<file path="config.mk">
export PLATFORM = sky130hd
export DESIGN_NAME = mem_copy_dma
export DESIGN_NICKNAME = d
export VERILOG_FILES = /design/src/rtl/mem_copy_dma.sv
export SDC_FILE = /design/constraint.sdc
export NUM_CORES = 1
export LEC_CHECK = 0
export BUFFER_PORTS_ARGS = -buffer_cell sky130_fd_sc_hd__buf_4
export CELL_PAD_IN_SITES_DETAIL_PLACEMENT = 1
export CELL_PAD_IN_SITES_GLOBAL_PLACEMENT = 1
export CORE_MARGIN = 2
export CORE_UTILIZATION = 43
export DETAILED_ROUTE_END_ITERATION = 10
export GPL_TIMING_DRIVEN = 0
export PLACE_DENSITY = 0.89
export SETUP_SLACK_MARGIN = 0.5
export SLEW_MARGIN = 0
export SYNTH_ARGS = -nofsm -noshare
export SYNTH_HDL_FRONTEND = slang
export SYNTH_SLANG_ARGS = --single-unit
</file>
<file path="constraint.sdc">
create_clock -name clk -period 4.3 [get_ports clk]
set_input_delay 0.215 -clock clk [delete_from_list [all_inputs] [get_ports clk]]
set_output_delay 0.215 -clock clk [all_outputs]
set_load 0.02 [all_outputs]
</file>
<file path="src/rtl/mem_copy_dma.sv">
// mem_copy_dma: word-granular memory-to-memory copy engine.
//
// Acts as a bus initiator on the CPU-style memory interface. Each word is
// moved as one read transaction followed by one write transaction, with one
// idle cycle after each. Firmware programs SRC/DST/LEN and starts the copy
// through a simple core register port.
//
// Ports:
//   clk, reset             - system clock, synchronous active-high reset
//   cs, we, address,
//   write_data, read_data,
//   ready                  - register port (ready one cycle after cs,
//                            read_data registered alongside it)
//   mem_valid, mem_instr,
//   mem_addr, mem_wdata,
//   mem_wstrb, mem_rdata,
//   mem_ready              - memory initiator port (wstrb 0 = read, f = write)
//   busy                   - copy in progress, for the bus arbiter
//
// Register map (word addresses):
//   0x08 CTRL   (wo) bit0 START, bit1 ABORT
//   0x09 STATUS (ro) bit0 busy, bit1 done, bit2 aborted
//   0x10 SRC, 0x11 DST, 0x12 LEN, 0x13 COUNT (ro, words completed)
module mem_copy_dma #(
    parameter int LEN_WIDTH = 16
) (
    input  logic        clk,
    input  logic        reset,
    input  logic        cs,
    input  logic        we,
    input  logic [7:0]  address,
    input  logic [31:0] write_data,
    output logic [31:0] read_data,
    output logic        ready,
    output logic        mem_valid,
    output logic        mem_instr,
    output logic [31:0] mem_addr,
    output logic [31:0] mem_wdata,
    output logic [3:0]  mem_wstrb,
    input  logic [31:0] mem_rdata,
    input  logic        mem_ready,
    output logic        busy
);

    localparam logic [7:0] ADDR_CTRL   = 8'h08;
    localparam logic [7:0] ADDR_STATUS = 8'h09;
    localparam logic [7:0] ADDR_SRC    = 8'h10;
    localparam logic [7:0] ADDR_DST    = 8'h11;
    localparam logic [7:0] ADDR_LEN    = 8'h12;
    localparam logic [7:0] ADDR_COUNT  = 8'h13;

    typedef enum logic [2:0] {
        S_IDLE,
        S_RD,
        S_GAP1,
        S_WR,
        S_GAP2,
        S_DONE
    } state_t;

    state_t                 state_q, state_d;
    logic [31:0]            src_q, src_d;
    logic [31:0]            dst_q, dst_d;
    logic [LEN_WIDTH-1:0]   len_q, len_d;
    logic [LEN_WIDTH-1:0]   count_q, count_d;
    logic [LEN_WIDTH-1:0]   remaining_q, remaining_d;
    logic [31:0]            src_cur_q, src_cur_d;
    logic [31:0]            dst_cur_q, dst_cur_d;
    logic [31:0]            buf_q, buf_d;
    logic                   done_q, done_d;
    logic                   aborted_q, aborted_d;
    logic                   abort_pend_q, abort_pend_d;
    logic                   ready_q, ready_d;
    logic [31:0]            read_data_q, read_data_d;

    logic busy_w;
    logic reg_wr;
    logic reg_rd;
    logic ctrl_start;
    logic ctrl_abort;

    // DONE is deliberately not busy: the flag drops as soon as the last
    // transaction has retired.
    assign busy_w     = (state_q == S_RD) || (state_q == S_GAP1) ||
                        (state_q == S_WR) || (state_q == S_GAP2);
    assign reg_wr     = cs && we;
    assign reg_rd     = cs && !we;
    assign ctrl_start = reg_wr && (address == ADDR_CTRL) && write_data[0];
    assign ctrl_abort = reg_wr && (address == ADDR_CTRL) && write_data[1];

    always_comb begin
        state_d      = state_q;
        src_d        = src_q;
        dst_d        = dst_q;
        len_d        = len_q;
        count_d      = count_q;
        remaining_d  = remaining_q;
        src_cur_d    = src_cur_q;
        dst_cur_d    = dst_cur_q;
        buf_d        = buf_q;
        done_d       = done_q;
        aborted_d    = aborted_q;
        abort_pend_d = abort_pend_q;
        ready_d      = cs;
        read_data_d  = 32'd0;

        // Configuration writes are frozen while a copy is running.
        if (reg_wr && !busy_w) begin
            case (address)
                ADDR_SRC: src_d = {write_data[31:2], 2'b00};
                ADDR_DST: dst_d = {write_data[31:2], 2'b00};
                ADDR_LEN: len_d = write_data[LEN_WIDTH-1:0];
                default:  ;
            endcase
        end

        if (reg_rd) begin
            case (address)
                ADDR_STATUS: read_data_d = {29'd0, aborted_q, done_q, busy_w};
                ADDR_SRC:    read_data_d = src_q;
                ADDR_DST:    read_data_d = dst_q;
                ADDR_LEN:    read_data_d = 32'(len_q);
                ADDR_COUNT:  read_data_d = 32'(count_q);
                default:     read_data_d = 32'd0;
            endcase
        end

        case (state_q)
            S_IDLE: begin
                // START is only honoured here; a zero-length request
                // completes immediately without touching the bus.
                if (ctrl_start) begin
                    done_d       = 1'b0;
                    aborted_d    = 1'b0;
                    count_d      = '0;
                    abort_pend_d = 1'b0;
                    if (len_q != '0) begin
                        src_cur_d   = src_q;
                        dst_cur_d   = dst_q;
                        remaining_d = len_q;
                        state_d     = S_RD;
                    end else begin
                        done_d = 1'b1;
                    end
                end
            end
            S_RD: begin
                if (mem_ready) begin
                    buf_d   = mem_rdata;
                    state_d = S_GAP1;
                end
            end
            S_GAP1: begin
                // A pending abort discards the word just read.
                state_d = abort_pend_q ? S_DONE : S_WR;
            end
            S_WR: begin
                if (mem_ready) begin
                    src_cur_d   = src_cur_q + 32'd4;
                    dst_cur_d   = dst_cur_q + 32'd4;
                    remaining_d = remaining_q - 1'b1;
                    if (count_q != '1) begin
                        count_d = count_q + 1'b1;
                    end
                    state_d = S_GAP2;
                end
            end
            S_GAP2: begin
                state_d = ((remaining_q != '0) && !abort_pend_q) ? S_RD : S_DONE;
            end
            S_DONE: begin
                if (abort_pend_q) begin
                    aborted_d = 1'b1;
                end else begin
                    done_d = 1'b1;
                end
                abort_pend_d = 1'b0;
                state_d      = S_IDLE;
            end
            default: state_d = S_IDLE;
        endcase

        // The in-flight handshake always completes; the flag is acted on at
        // the next gap state.
        if (ctrl_abort && busy_w) begin
            abort_pend_d = 1'b1;
        end
    end

    always_ff @(posedge clk) begin
        if (reset) begin
            state_q      <= S_IDLE;
            src_q        <= 32'd0;
            dst_q        <= 32'd0;
            len_q        <= '0;
            count_q      <= '0;
            remaining_q  <= '0;
            src_cur_q    <= 32'd0;
            dst_cur_q    <= 32'd0;
            buf_q        <= 32'd0;
            done_q       <= 1'b0;
            aborted_q    <= 1'b0;
            abort_pend_q <= 1'b0;
            ready_q      <= 1'b0;
            read_data_q  <= 32'd0;
        end else begin
            state_q      <= state_d;
            src_q        <= src_d;
            dst_q        <= dst_d;
            len_q        <= len_d;
            count_q      <= count_d;
            remaining_q  <= remaining_d;
            src_cur_q    <= src_cur_d;
            dst_cur_q    <= dst_cur_d;
            buf_q        <= buf_d;
            done_q       <= done_d;
            aborted_q    <= aborted_d;
            abort_pend_q <= abort_pend_d;
            ready_q      <= ready_d;
            read_data_q  <= read_data_d;
        end
    end

    // Bus outputs decode straight from the state register, so they are
    // inherently stable while a transaction waits for mem_ready.
    assign mem_valid = (state_q == S_RD) || (state_q == S_WR);
    assign mem_instr = 1'b0;
    assign mem_wstrb = (state_q == S_WR) ? 4'hf : 4'h0;
    assign mem_addr  = (state_q == S_RD) ? src_cur_q :
                       (state_q == S_WR) ? dst_cur_q : 32'd0;
    assign mem_wdata = (state_q == S_WR) ? buf_q : 32'd0;
    assign busy      = busy_w;
    assign ready     = ready_q;
    assign read_data = read_data_q;

endmodule

</file>
==> flow_summary.yaml <==
detailed_routing:
  drt_wl_total_um: 55400
  dr.pass1.iters: 6
  vias_per_cell: 6.27
  ant_nets: 0
  routedWlPerCell_um: 24.5
  vias: 14200
  drcViolationCount: 0
  drtIter0Drc: 1666
pwr:
  p_per_area_nw_per_um2: 309
  p_leak_uw: 0.00521
  irDropWorstVdd_v: 0.000277
  power_uw: 4720
cts:
  cts_tree: "done"
  clkSinkCount: 239
  worstSkewPairLatency_ns: 0.55
  cts.clk_slew.worst_paths_ns: 0.06
  cts_resized: 0
  cts_buffers: 27
  cts_max_level: 1
  clock-root-buffer: "clkbuf_16"
  cts.path.max_buffers: 3
  cts_setup_buffers: 0
sta:
  finalSetupViolations: 0
  rsz0062_at_grt: "no"
  period_share_pct: 85.2
  finClkSkew_ns: 0.0132
  fmax_mhz: 273
  finalHoldViolCount: 0
  layout_min_cycle_time_ns: 3.66
  slew_violations: 0
  tightest_slew_ns: 1.30
  relSlewSlack_pct: 12.5
  setup_tns_ns: 0
global_route:
  antenna_found_initial: 0
  grt_pass1_vias: 14600
  grt_overflow: 0
  grt_first_pass_wirelength_um: 84200
  track_usage_pct: 37.5
  grt_max_degree: 14
floorplanning:
  die_y_um: 171
  die_w_um: 171
  rows: 61
  start_util_pct: 43.4
  io-pin-count: 181
  coreArea_um2: 27600
  dieArea_um2: 29200
layout:
  fillers: 3488
  utilization_pct: 55.4
  nets: 1946
  area_delta_synth_final_pct: 27.6
  final_cell_area_um2: 15300
  layout-drive-gt1-share_pct: 14.2
  antenna_cells: 0
  instances_no_fill: 2261
synthesis:
  synthArstFlopShare_pct: 0
  synth_seq_area_share_pct: 39.9
  synth_ff_type: "dfxtp_1"
  avgSynthCellArea_um2: 7.53
  synth_warnings: 0
  synth_edf_count: 0
  synthCells: 1591
  yosys.area.top_type: "dfxtp_1"
  yosysUniqueCellTypes: 60
  post-synth-top-area-fraction_pct: 39.9
  yosys-top-cells-area: "dfxtp_1, nand2_1, a21oi_1, nor2_1, mux2i_1"
  syn_area_um2: 12000
  ys_seq_elements: 239
critical_path:
  critical_path.endpoint_type: "primary output"
  critPathMaxFanout: 10
  critical_path_required_ns: 4.09
  cp.arrival_ns: 3.45
  worst_setup_path_start_kind: "register"
  path_class: "register to primary output"
placed_design:
  gp_congestion: 0.969
  hpwl_um: 38500
  placed_area_um2: 13800
  place_inst: 2148
  io_buffers: 177
hold_path:
  min_path_type: "primary input to register"
run_status:
  status: "complete, no violations"
job:
  cap_violations: 0
## cells in the mapped netlist (12+ instances only)
| master | count |
|---|---|
| or4_1 | 12 |
| clkbuf_1 | 80 |
| a21o_1 | 20 |
| and3_1 | 13 |
| dfxtp_1 | 239 |
| nor2_1 | 108 |
| nand4_1 | 33 |
| a31oi_1 | 14 |
| o32ai_1 | 17 |
| o21ai_0 | 62 |
| buf_2 | 26 |
| mux2i_1 | 38 |
| nor4_1 | 21 |
| o31ai_1 | 19 |
| and2_1 | 41 |
| a21oi_1 | 228 |
| nand3_1 | 53 |
| a22oi_1 | 35 |
| inv_1 | 17 |
| nand2_1 | 335 |
| nor3_1 | 28 |
| buf_1 | 15 |
## power breakdown
part           switching, µW  internal, µW  total (µW)
Combinational            120           100         221
Clock                    973          1310        2290
Sequential             0.730          2210        2220
Total                   1090          3630        4720
## routing by layer
metal	vias to the layer above	routed length, µm	GRT usage, %
met2	826	25200	60.9
met1	6965	21600	46.5
li1	6215	-	-
met5	-	0	0
met3	178	5290	7.24
met4	0	3280	21.4
## placed cells by master (no fill, tap or decap), drive strengths merged, types with 38 or more instances in the layout
cell type	netlist	final
nand3	53	53
mux2i	38	38
nor2	108	108
and2	42	42
clkbuf	80	122
dlygate4sd3	0	66
o21ai	62	62
dfxtp	239	239
a21oi	228	228
buf	50	227
nand2	335	335
## flip-flops by register name (all words and copies together), names as in the netlist, 3 cells and up
register,flops
dst_q,30
len_q,16
src_cur_q,30
state_q,3
src_q,30
dst_cur_q,30
read_data,32
buf_q,32
remaining_q,16
count_q,16
## through the flow
stage | hold WS [ns] | setup slack (ns)
after detailed placement | 0.411 | 1.04
after floorplan | 0.298 | 2.36
after global routing | 0.0807 | 0.516
after CTS | 0.0382 | 0.746
final | 0.0433 | 0.638
after global placement | 0.412 | 1.08
## cell type report
type	instances	area (µm²)	area share, %
Buffer	130	566	3.70
Clock buffer	42	792	5.18
Clock inverter	5	50.0	0.327
Inverter	17	63.8	0.417
Multi-Input combinational cell	1207	6580	43.0
Sequential cell	239	4780	31.3
Tap cell	378	473	3.09
Timing Repair Buffer	243	1990	13.0
## logic make-up (layout without fill, tap and decap cells)
family / after synthesis / after routing / share of synthesized area (%)
AO/OA/AOI/OAI: 459 / 459 / 23.3
XOR/XNOR: 2 / 2 / 0.146
adder cells (fa/ha/maj): 4 / 4 / 0.418
buffers and inverters: 147 / 437 / 5.25
flip-flops: 239 / 239 / 39.9
multiplexers: 44 / 44 / 3.74
other: 1 / 3 / 0.0313
AND/OR/NAND/NOR: 695 / 695 / 27.2
## worst max-delay path, stage by stage (launching register included)
cell      delay (ns)
dfxtp_1         0.38
buf_2           0.32
nand3b_1        0.40
inv_1           0.37
clkbuf_1        0.66
clkbuf_1        0.38
and2_1          0.22
buf_4           0.15
## path summary, 6_finish.rpt
check / from / end / slack [ns] / cells after the start
worst min register to register: buf_q[7]$_SDFFE_PP0P_ / buf_q[7]$_SDFFE_PP0P_ / 0.45 / 2
worst min-delay path: mem_ready / state_q[0]$_SDFFE_PP0P_ / 0.04 / 4
worst max-delay path: state_q[1]$_SDFFE_PP0P_ / mem_wdata[12] / 0.64 / 7
worst max register to register: state_q[2]$_SDFFE_PP0P_ / src_q[2]$_SDFFE_PP0P_ / 1.08 / 8
## repair_timing
action	in CTS	in global routing
endpoints found under the setup margin	0	0
hold buffers	66	0
hold endpoints to repair	110	0
(Power assumes the default switching activity.)
